**src/rtl/csi_tx_pkt_sequencer.sv**
```systemverilog
// Byte-domain sequencer between pix2byte and csi_tx: queues frame/line events and
// turns them into ordered FS/FE short packets and RAW10 long packets with HS handshake.
module csi_tx_pkt_sequencer #(
    parameter logic [15:0] WC_LINE    = 16'd320,
    parameter logic [5:0]  DT_PIXEL   = 6'h2B,
    parameter logic [1:0]  VC         = 2'b00,
    parameter int          FIFO_DEPTH = 4,
    parameter int          TRAIL_CYC  = 8,
    parameter int          HS_TIMEOUT = 1023
) (
    input  logic        hf_clk90,
    input  logic        reset_n_byte,
    input  logic        enable_i,
    input  logic        fv_start_i,
    input  logic        fv_end_i,
    input  logic        lv_start_i,
    input  logic        byte_en_i,
    input  logic        hs_rdy_i,
    output logic        hs_en_o,
    output logic        sp_en_o,
    output logic        lp_en_o,
    output logic [5:0]  dt_o,
    output logic [15:0] wc_o,
    output logic [1:0]  vc_o,
    output logic        busy_o,
    output logic [15:0] frame_count_o,
    output logic [15:0] line_count_o,
    input  logic        err_clear_i,
    output logic        err_ovf_o,
    output logic        err_seq_o,
    output logic        err_len_o,
    output logic        err_tmo_o
);

    localparam int AW  = $clog2(FIFO_DEPTH);
    localparam int TW  = $clog2(HS_TIMEOUT + 1);
    localparam int TRW = $clog2(TRAIL_CYC + 1);
    localparam logic [TW-1:0]  TMO_LAST   = TW'(HS_TIMEOUT - 1);
    localparam logic [TRW-1:0] TRAIL_LAST = TRW'(TRAIL_CYC - 1);

    typedef enum logic [1:0] {EV_FS, EV_FE, EV_LS} ev_t;
    typedef enum logic [2:0] {IDLE, HS_REQ, SP, LP_HDR, LP_PAY, TRAIL} state_t;

    state_t         state;
    ev_t            cur_ev;
    ev_t            fifo_q [FIFO_DEPTH];
    logic [AW:0]    wr_ptr, rd_ptr;
    logic           full, empty, push_req, push, pop, cap_seq, cap_ovf;
    ev_t            push_ev, head;
    logic           in_frame;
    logic [TW-1:0]  tmo_cnt;
    logic [TRW-1:0] trail_cnt;
    logic [15:0]    byte_cnt;

    assign empty  = (wr_ptr == rd_ptr);
    assign full   = (wr_ptr[AW] != rd_ptr[AW]) && (wr_ptr[AW-1:0] == rd_ptr[AW-1:0]);
    assign head   = fifo_q[rd_ptr[AW-1:0]];
    assign pop    = (state == IDLE) && !empty;
    assign push   = push_req && !full;
    assign cap_ovf = push_req && full;
    assign busy_o = (state != IDLE) || !empty;
    assign vc_o   = VC;

    // One event per cycle; anything of lower priority in the same cycle is an ordering error.
    always_comb begin
        push_req = 1'b0;
        push_ev  = EV_LS;
        cap_seq  = 1'b0;
        if (enable_i) begin
            if (fv_end_i) begin
                push_req = 1'b1;
                push_ev  = EV_FE;
                cap_seq  = fv_start_i || lv_start_i;
            end else if (fv_start_i) begin
                push_req = 1'b1;
                push_ev  = EV_FS;
                cap_seq  = lv_start_i;
            end else if (lv_start_i) begin
                push_req = 1'b1;
                push_ev  = EV_LS;
            end
        end
    end

    always_ff @(posedge hf_clk90) begin
        if (push) fifo_q[wr_ptr[AW-1:0]] <= push_ev;
    end

    always_ff @(posedge hf_clk90 or negedge reset_n_byte) begin
        if (!reset_n_byte) begin
            wr_ptr <= '0;
            rd_ptr <= '0;
        end else begin
            if (push) wr_ptr <= wr_ptr + 1'b1;
            if (pop)  rd_ptr <= rd_ptr + 1'b1;
        end
    end

    always_ff @(posedge hf_clk90 or negedge reset_n_byte) begin
        if (!reset_n_byte) begin
            state         <= IDLE;
            cur_ev        <= EV_FS;
            in_frame      <= 1'b0;
            hs_en_o       <= 1'b0;
            sp_en_o       <= 1'b0;
            lp_en_o       <= 1'b0;
            dt_o          <= '0;
            wc_o          <= '0;
            frame_count_o <= '0;
            line_count_o  <= '0;
            tmo_cnt       <= '0;
            trail_cnt     <= '0;
            byte_cnt      <= '0;
            err_ovf_o     <= 1'b0;
            err_seq_o     <= 1'b0;
            err_len_o     <= 1'b0;
            err_tmo_o     <= 1'b0;
        end else begin
            sp_en_o <= 1'b0;
            lp_en_o <= 1'b0;
            // Clear first so an error raised in the same cycle keeps its flag set.
            if (err_clear_i) begin
                err_ovf_o <= 1'b0;
                err_seq_o <= 1'b0;
                err_len_o <= 1'b0;
                err_tmo_o <= 1'b0;
            end
            if (cap_ovf) err_ovf_o <= 1'b1;
            if (cap_seq) err_seq_o <= 1'b1;
            if (byte_en_i && state != LP_PAY) err_len_o <= 1'b1;

            case (state)
                IDLE: if (pop) begin
                    if ((head == EV_LS || head == EV_FE) && !in_frame) begin
                        err_seq_o <= 1'b1;
                    end else begin
                        if (head == EV_FS && in_frame) err_seq_o <= 1'b1;
                        cur_ev  <= head;
                        state   <= HS_REQ;
                        hs_en_o <= 1'b1;
                        tmo_cnt <= '0;
                        case (head)
                            EV_FS:   begin dt_o <= 6'h00;    wc_o <= 16'd0;   end
                            EV_FE:   begin dt_o <= 6'h01;    wc_o <= 16'd0;   end
                            default: begin dt_o <= DT_PIXEL; wc_o <= WC_LINE; end
                        endcase
                    end
                end
                HS_REQ: begin
                    if (hs_rdy_i) begin
                        if (cur_ev == EV_LS) begin
                            state   <= LP_HDR;
                            lp_en_o <= 1'b1;
                        end else begin
                            state   <= SP;
                            sp_en_o <= 1'b1;
                        end
                    end else if (tmo_cnt == TMO_LAST) begin
                        err_tmo_o <= 1'b1;
                        hs_en_o   <= 1'b0;
                        state     <= IDLE;
                    end else begin
                        tmo_cnt <= tmo_cnt + 1'b1;
                    end
                end
                SP: begin
                    if (cur_ev == EV_FS) begin
                        frame_count_o <= frame_count_o + 16'd1;
                        line_count_o  <= '0;
                        in_frame      <= 1'b1;
                    end else begin
                        in_frame <= 1'b0;
                    end
                    trail_cnt <= '0;
                    state     <= TRAIL;
                end
                LP_HDR: begin
                    byte_cnt <= '0;
                    tmo_cnt  <= '0;
                    state    <= LP_PAY;
                end
                LP_PAY: begin
                    if (byte_en_i) begin
                        tmo_cnt <= '0;
                        if (byte_cnt == WC_LINE - 16'd1) begin
                            if (line_count_o != 16'hFFFF) line_count_o <= line_count_o + 16'd1;
                            trail_cnt <= '0;
                            state     <= TRAIL;
                        end else begin
                            byte_cnt <= byte_cnt + 16'd1;
                        end
                    end else if (tmo_cnt == TMO_LAST) begin
                        err_len_o <= 1'b1;
                        trail_cnt <= '0;
                        state     <= TRAIL;
                    end else begin
                        tmo_cnt <= tmo_cnt + 1'b1;
                    end
                end
                TRAIL: begin
                    if (trail_cnt == TRAIL_LAST) begin
                        hs_en_o <= 1'b0;
                        state   <= IDLE;
                    end else begin
                        trail_cnt <= trail_cnt + 1'b1;
                    end
                end
                default: begin
                    hs_en_o <= 1'b0;
                    state   <= IDLE;
                end
            endcase
        end
    end

endmodule
```
**config.mk**
```make
export PLATFORM = sky130hd
export DESIGN_NAME = csi_tx_pkt_sequencer
export DESIGN_NICKNAME = d
export VERILOG_FILES = /design/src/rtl/csi_tx_pkt_sequencer.sv
export SDC_FILE = /design/constraint.sdc
export NUM_CORES = 1
export LEC_CHECK = 0
export ABC_AREA = 1
export CAP_MARGIN = 10
export CORE_MARGIN = 4
export CORE_UTILIZATION = 60
export CTS_CLUSTER_SIZE = 14
export DETAILED_ROUTE_END_ITERATION = 7
export GPL_TIMING_DRIVEN = 1
export PLACE_DENSITY = 0.82
export SLEW_MARGIN = 20
export SYNTH_ARGS = -nofsm -noshare
export SYNTH_HDL_FRONTEND = slang
export SYNTH_SLANG_ARGS = --single-unit
```
**constraint.sdc**
```tcl
create_clock -name hf_clk90 -period 3.07 [get_ports hf_clk90]
set_input_delay 0.4605 -clock hf_clk90 [delete_from_list [all_inputs] [get_ports hf_clk90]]
set_output_delay 0.4605 -clock hf_clk90 [all_outputs]
set_load 0.02 [all_outputs]
```
Word-level counts from Yosys, hierarchy flattened
Memories as Yosys holds them, arrays and structs flattened.
Index checks and enable logic that the tools add are counted.
- eq/ne operators: 30
- mux-type cells: 73
- reduce and logical (&&, ||, !) cells: 32
- $add $sub $neg: 7
- bitwise logic cells: 2
- operator list (cell ; count):
    16-bit two-way mux ; 6
    16-bit one-hot mux with 2 select lines ; 2
    10-bit two-way mux ; 5
    16-bit by 1-bit adder with 16-bit output, second input constant ; 3
    10-bit one-hot mux with 4 select lines ; 1
    1-bit two-way mux ; 39
    3-bit two-way mux ; 8
    2-bit inequality test, second input constant ; 11
    3-bit one-hot mux with 6 select lines ; 1
    16-bit by 9-bit == test with 1-bit output, second input constant ; 1
    4-bit two-way mux ; 4
    16-bit inequality test, second input constant ; 1
    3-bit inequality test, second input constant ; 4
    4-bit one-hot mux with 3 select lines ; 1
    6-bit one-hot mux with 2 select lines ; 1
    6-bit AND reduction ; 2
    10-bit by 1-bit adder with 10-bit output, second input constant ; 1
    10-bit == test, second input constant ; 1
    9-bit two-way mux ; 1
    4-bit AND reduction ; 2
    1-bit logical AND ; 7
    3-bit by 1-bit adder with 3-bit output, second input constant ; 2
    3-bit by 2-bit == test with 1-bit output, second input constant ; 2
    3-bit == test, second input constant ; 2
    other kinds (23) ; 36
- memories: 1
- logic and storage cells: 164
- bits in writable memories: 8
- register bits: 103
- bits of input ports: 9
- memory list (memory ; depth ; width ; rd ports ; clocked after Yosys merged registers in ; write ports ; RTL line ; text):
    fifo_q ; 4 ; 2 ; 1 ; 0 ; 1 ; 46 ; ev_t fifo_q [FIFO_DEPTH];

Logic depth before layout (Yosys ltp)
- depth in word-level cells: 8
- mapped depth: 13
- mapped depth without buffers: 13

Worst setup path before layout
OpenSTA, ideal clock, no wires.
- path kind: reg2reg
- start point: register rd_ptr[0]
- end point: register tmo_cnt[9]
- library setup time: 0.124 ns
- period minus slack after synthesis: 1.976 ns
- data arrival time: 1.852 ns
- setup slack: 1.094 ns
- stages on the path, launching flop included: 13
- data required time: 2.946 ns
- path through: dfrtp_1 > inv_2 > nand2_1 > a32oi_1 > inv_1 > ha_1 > inv_1 > nor2_1 > a21oi_1 > nand3_2 > buf_4 > nand2_1 > o21ai_1
- word-level cells in the longest chain between the ends: 6
- RTL lines (what ; RTL line ; text):
    start, declared ; 47 ; logic [AW:0] wr_ptr, rd_ptr;
    start signal, assigned ; 95 ; if (pop) rd_ptr <= rd_ptr + 1'b1;
    memory 4 x 2 bit (*) ; -- ;
    named net head[0] ; 49 ; ev_t push_ev, head;
    2-bit == test / 2-bit by 1-bit == test with 1-bit output (equally long branches) ; 134 ; if ((head == EV_LS || head == EV_FE) && !in_frame) begin
    1-bit logical OR (*) ; 134 ;
    1-bit logical AND (*) ; 134 ;
    2-bit inequality test (no line) (*) ; -- ;
    4-bit AND reduction (no line) (*) ; -- ;
    end signal, assigned ; 163 ; tmo_cnt <= tmo_cnt + 1'b1;
    end signal, assigned ; 197 ; tmo_cnt <= tmo_cnt + 1'b1;
    end, declared ; 51 ; logic [TW-1:0] tmo_cnt;
Mark *: on every way through the listed nets, which the timed path passes. The rest lies on a longest branch.
A chain may end at the register's enable or synchronous reset.

Worst setup path in the final report
- start point: register rd_ptr[0]
- end point: output port busy_o
- word-level cells in the longest chain between the ends: 3
- RTL lines (what ; RTL line ; text):
    3-bit == test ; 55 ; assign empty = (wr_ptr == rd_ptr);
    1-bit zero test ; 61 ; assign busy_o = (state != IDLE) || !empty;
    1-bit logical OR ; 61 ;
    end, declared ; 25 ; output logic busy_o,
No other way between the ends.

==> key figures <==
Routing
  – Vias: 4859
  – Iter 0 DRT Violations: 264
  – Pre-antenna DRT Iters: 5
  – Vias per cell: 5.293
  – ANT nets after route: 0
  – DRC viols: 0
  – Total routed wirelength: 12010 um
  – WL/cell: 13.08 um

STA
  – Finish-stage setup viols: 0
  – RSZ-0062 raised after global routing: false
  – Setup TNS: 0 ns
  – Fin. max-slew vios: 0
  – Fin. Hold Viols: 0
  – Tcrit/Tclk final: 0.8087
  – Slew @ Worst Pin: 0.7695 ns
  – Clk_skew: 0.01603 ns
  – Hold WS: 0.1057 ns
  – Minimum clock period: 2.483 ns
  – Max-slew headroom: 0.4870
  – Final setup margin: 0.5873 ns
  – Achievable Freq: slightly above 0.4 GHz

Synth
  – Post-synth EDFFs: 8
  – Post-synth cell types: 41
  – Synthesized instance count: about 750
  – Sequential area share after synthesis: 0.4122
  – YS warnings: 0
  – Mapped Area: roughly 0.0056 sq mm
  – Syn Area/Cell: around 7.5 sq um
  – Synth Register Bits: 91
  – Top FF cell, synth: dfrtp_1
  – FFs w/ async S/R, synth: 0.9121

Global route
  – First-pass GRT wire length: 20900 um
  – Initial antenna violation count: 0
  – GRT Total Usage: 0.2265
  – Largest net degree at the start of global routing: 84
  – Grt ovf: 0
  – Vias in the first global route: 4651

Floorplanning
  – Initial Util: 0.6113
  – Ports: between 70 and 80
  – Die Span Y: 104.8 um
  – DIE WIDTH: around 100 um
  – Rows: 35
  – Die area: 0.01098 sq mm
  – Core Region: 0.009196 sq mm

CTS
  – Clk slew on worst S/H paths: between 0.1 and 0.15 ns
  – Htree depth: 3
  – Worst skew pair latency: 0.36 ns
  – TritonCTS Buffers: 9
  – Clock tree buffer depth: 2
  – Clock Sinks: around 90
  – CTS tree: built
  – Setup repair bufs after CTS: 0
  – Clk root buf: clkbuf_8
  – Hold Buf Count CTS: 0
  – Gates resized, CTS repair: 0

Critical path
  – Max FO, Critical Path: 7
  – R2R Path Start: rd_ptr[0]
  – Reg-to-Reg End: tmo_cnt[0]
  – CP endpoint: busy_o
  – CP endpoint kind: primary output
  – Crit path largest cell delay: 0.58 ns
  – CP cell instances: inv_2 -> nand2_1 -> nand2_1 -> nor2_4 -> nand3_2 -> clkdlybuf4s50_1
  – Reg2Reg Setup Slack: 0.69 ns
  – Critical Path Source: rd_ptr[0]
  – Most frequent CP cell: nand2_1
  – Crit start category: flip-flop
  – Slowest-stage cell, CP: clkdlybuf4s50_1
  – Worst path arrival time: between 2 and 2.5 ns
  – Req. time, crit path: 2.61 ns
  – R2r worst-path depth: 12
  – Setup CP Type: reg -> out

Finish
  – Most frequent cells in the layout: nand2_1 (255), dfrtp_1 (83), nor2_1 (82), inv_1 (66), clkdlybuf4s50_1 (53)
  – Commonest non-fill, non-tap cell in the layout: nand2_1
  – Syn-to-layout area delta: 12.24%
  – Net count, final: a little over 800
  – Layout cells sized above 1: 0.07807
  – # fillers: 765
  – Antenna Diode Count: 0
  – Post-route core utilization: 0.6861

Placed design
  – Number of I/O port buffers: 54
  – DP Wirelength: slightly below 9000 um
  – DP Worst Slack: 0.7651 ns
  – Placer Congestion: 0.9192

Power and ir drop
  – PD cells: 667.4 mW/mm^2
  – Internal power: 0.002330 W
  – Seq pwr share: 0.386
  – Combinational share of power: 0.430
  – Final Power: around 0.0042 W
  – Clk pwr share: 0.184
  – Sw frac: 0.4467
  – Worst vdd ir: 443.4 uV
  – Leakage: 2.912 nW
  – Switching power total: 0.001881 W

Job
  – Max Cap Viol: 0

Hold path
  – Min-delay worst type: in -> async

Status
  – Outcome: finished clean
per-stage QoR:
step | instance area, sq um | instances
floorplan | 5685 | 769
global placement | 6122 | 902
detailed placement | 6122 | 902
CTS | 6306 | 918
global route | 6310 | 918
finish | 6310 | 918
worst max-delay path, delay by kind of cell, from the launching register on:
family | cells | cell delay (ns)
flip-flops | 1 | 0.48
AND/OR/NAND/NOR | 4 | 0.49
buffers and inverters | 2 | 0.69
cells in the mapped netlist, types with 2 or more instances:
library cell	count	area share
nand2_1	255	0.17
dfrtp_1	83	0.37
nor2_1	82	0.055
inv_1	66	0.044
nand3_1	51	0.045
buf_4	26	0.035
o21ai_0	25	0.022
xor2_1	23	0.036
nand4_1	15	0.017
ha_1	13	0.029
inv_2	11	0.0073
nor3_1	9	0.0080
o21ai_1	9	0.0080
xnor2_1	9	0.014
a21oi_1	8	0.0071
edfxtp_1	8	0.043
nand3_2	8	0.014
o21ai_2	8	0.012
o21bai_1	7	0.0093
nor2_2	4	0.0045
buf_2	3	0.0027
buf_6	3	0.0060
nor2_4	3	0.0060
or2_2	3	0.0033
a32o_1	2	0.0036
nand2_2	2	0.0022
nand2_4	2	0.0040
registers in the layout, indices dropped and copies added (netlist names):
name / flops
trail_cnt: 4
frame_count_o: 16
fifo_q: 8
tmo_cnt: 10
sp_en_o: 1
err_len_o: 1
rd_ptr: 3
err_ovf_o: 1
state: 3
wr_ptr: 3
lp_en_o: 1
line_count_o: 16
err_tmo_o: 1
byte_cnt: 16
in_frame: 1
hs_en_o: 1
cur_ev: 2
dt_o: 2
err_seq_o: 1
kinds of logic (layout without fill, tap and decap cells):
| family | Yosys count | in the layout | synth area share |
|---|---|---|---|
| other | 1 | 18 | 0.0006671 |
| AOI/OAI and AO/OA | 67 | 67 | 0.07390 |
| buffers and inverters | 110 | 148 | 0.09548 |
| adders and majority gates | 13 | 13 | 0.02893 |
| DFF | 91 | 91 | 0.4122 |
| and+or+nand+nor | 438 | 438 | 0.3390 |
| xor gates and xnor gates | 32 | 32 | 0.04986 |
worst min-delay path by stage:
stage,depth (start not counted),end
after global placement,2,dt_o[0]
final,1,line_count_o[4]
after global routing,1,line_count_o[8]
after floorplan,0,byte_cnt[0]
after CTS,1,line_count_o[4]
after detailed placement,2,hs_en_o
cell type report:
cell class / count / area [sq um] / share of cell area
sequential: 91 / 2317 / 0.3672
multi-input combinational: 568 / 2831 / 0.4487
inverter: 77 / 289.0 / 0.04581
clock inverter: 7 / 60.06 / 0.009518
clock buffer: 9 / 123.9 / 0.01963
timing repair buffer: 55 / 549.3 / 0.08705
tap: 111 / 138.9 / 0.02201
power by group through the flow:
stage	Combinational, W	Clock, W	Sequential, W
2_1_floorplan	0.00135	0	0.00168
3_3_place_gp	0.00175	0	0.00163
3_5_place_dp	0.00181	0	0.00165
4_1_cts	0.00182	0.000796	0.00163
5_1_grt	0.00205	0.000847	0.00166
6_report	0.00181	0.000774	0.00163
metal layers:
layer,GRT usage,wire (um)
met1,0.3014,5375
met2,0.3873,5941
met3,0.04015,530
met4,0.05061,160
met5,0,0
Power figures use the tool's default switching activity.
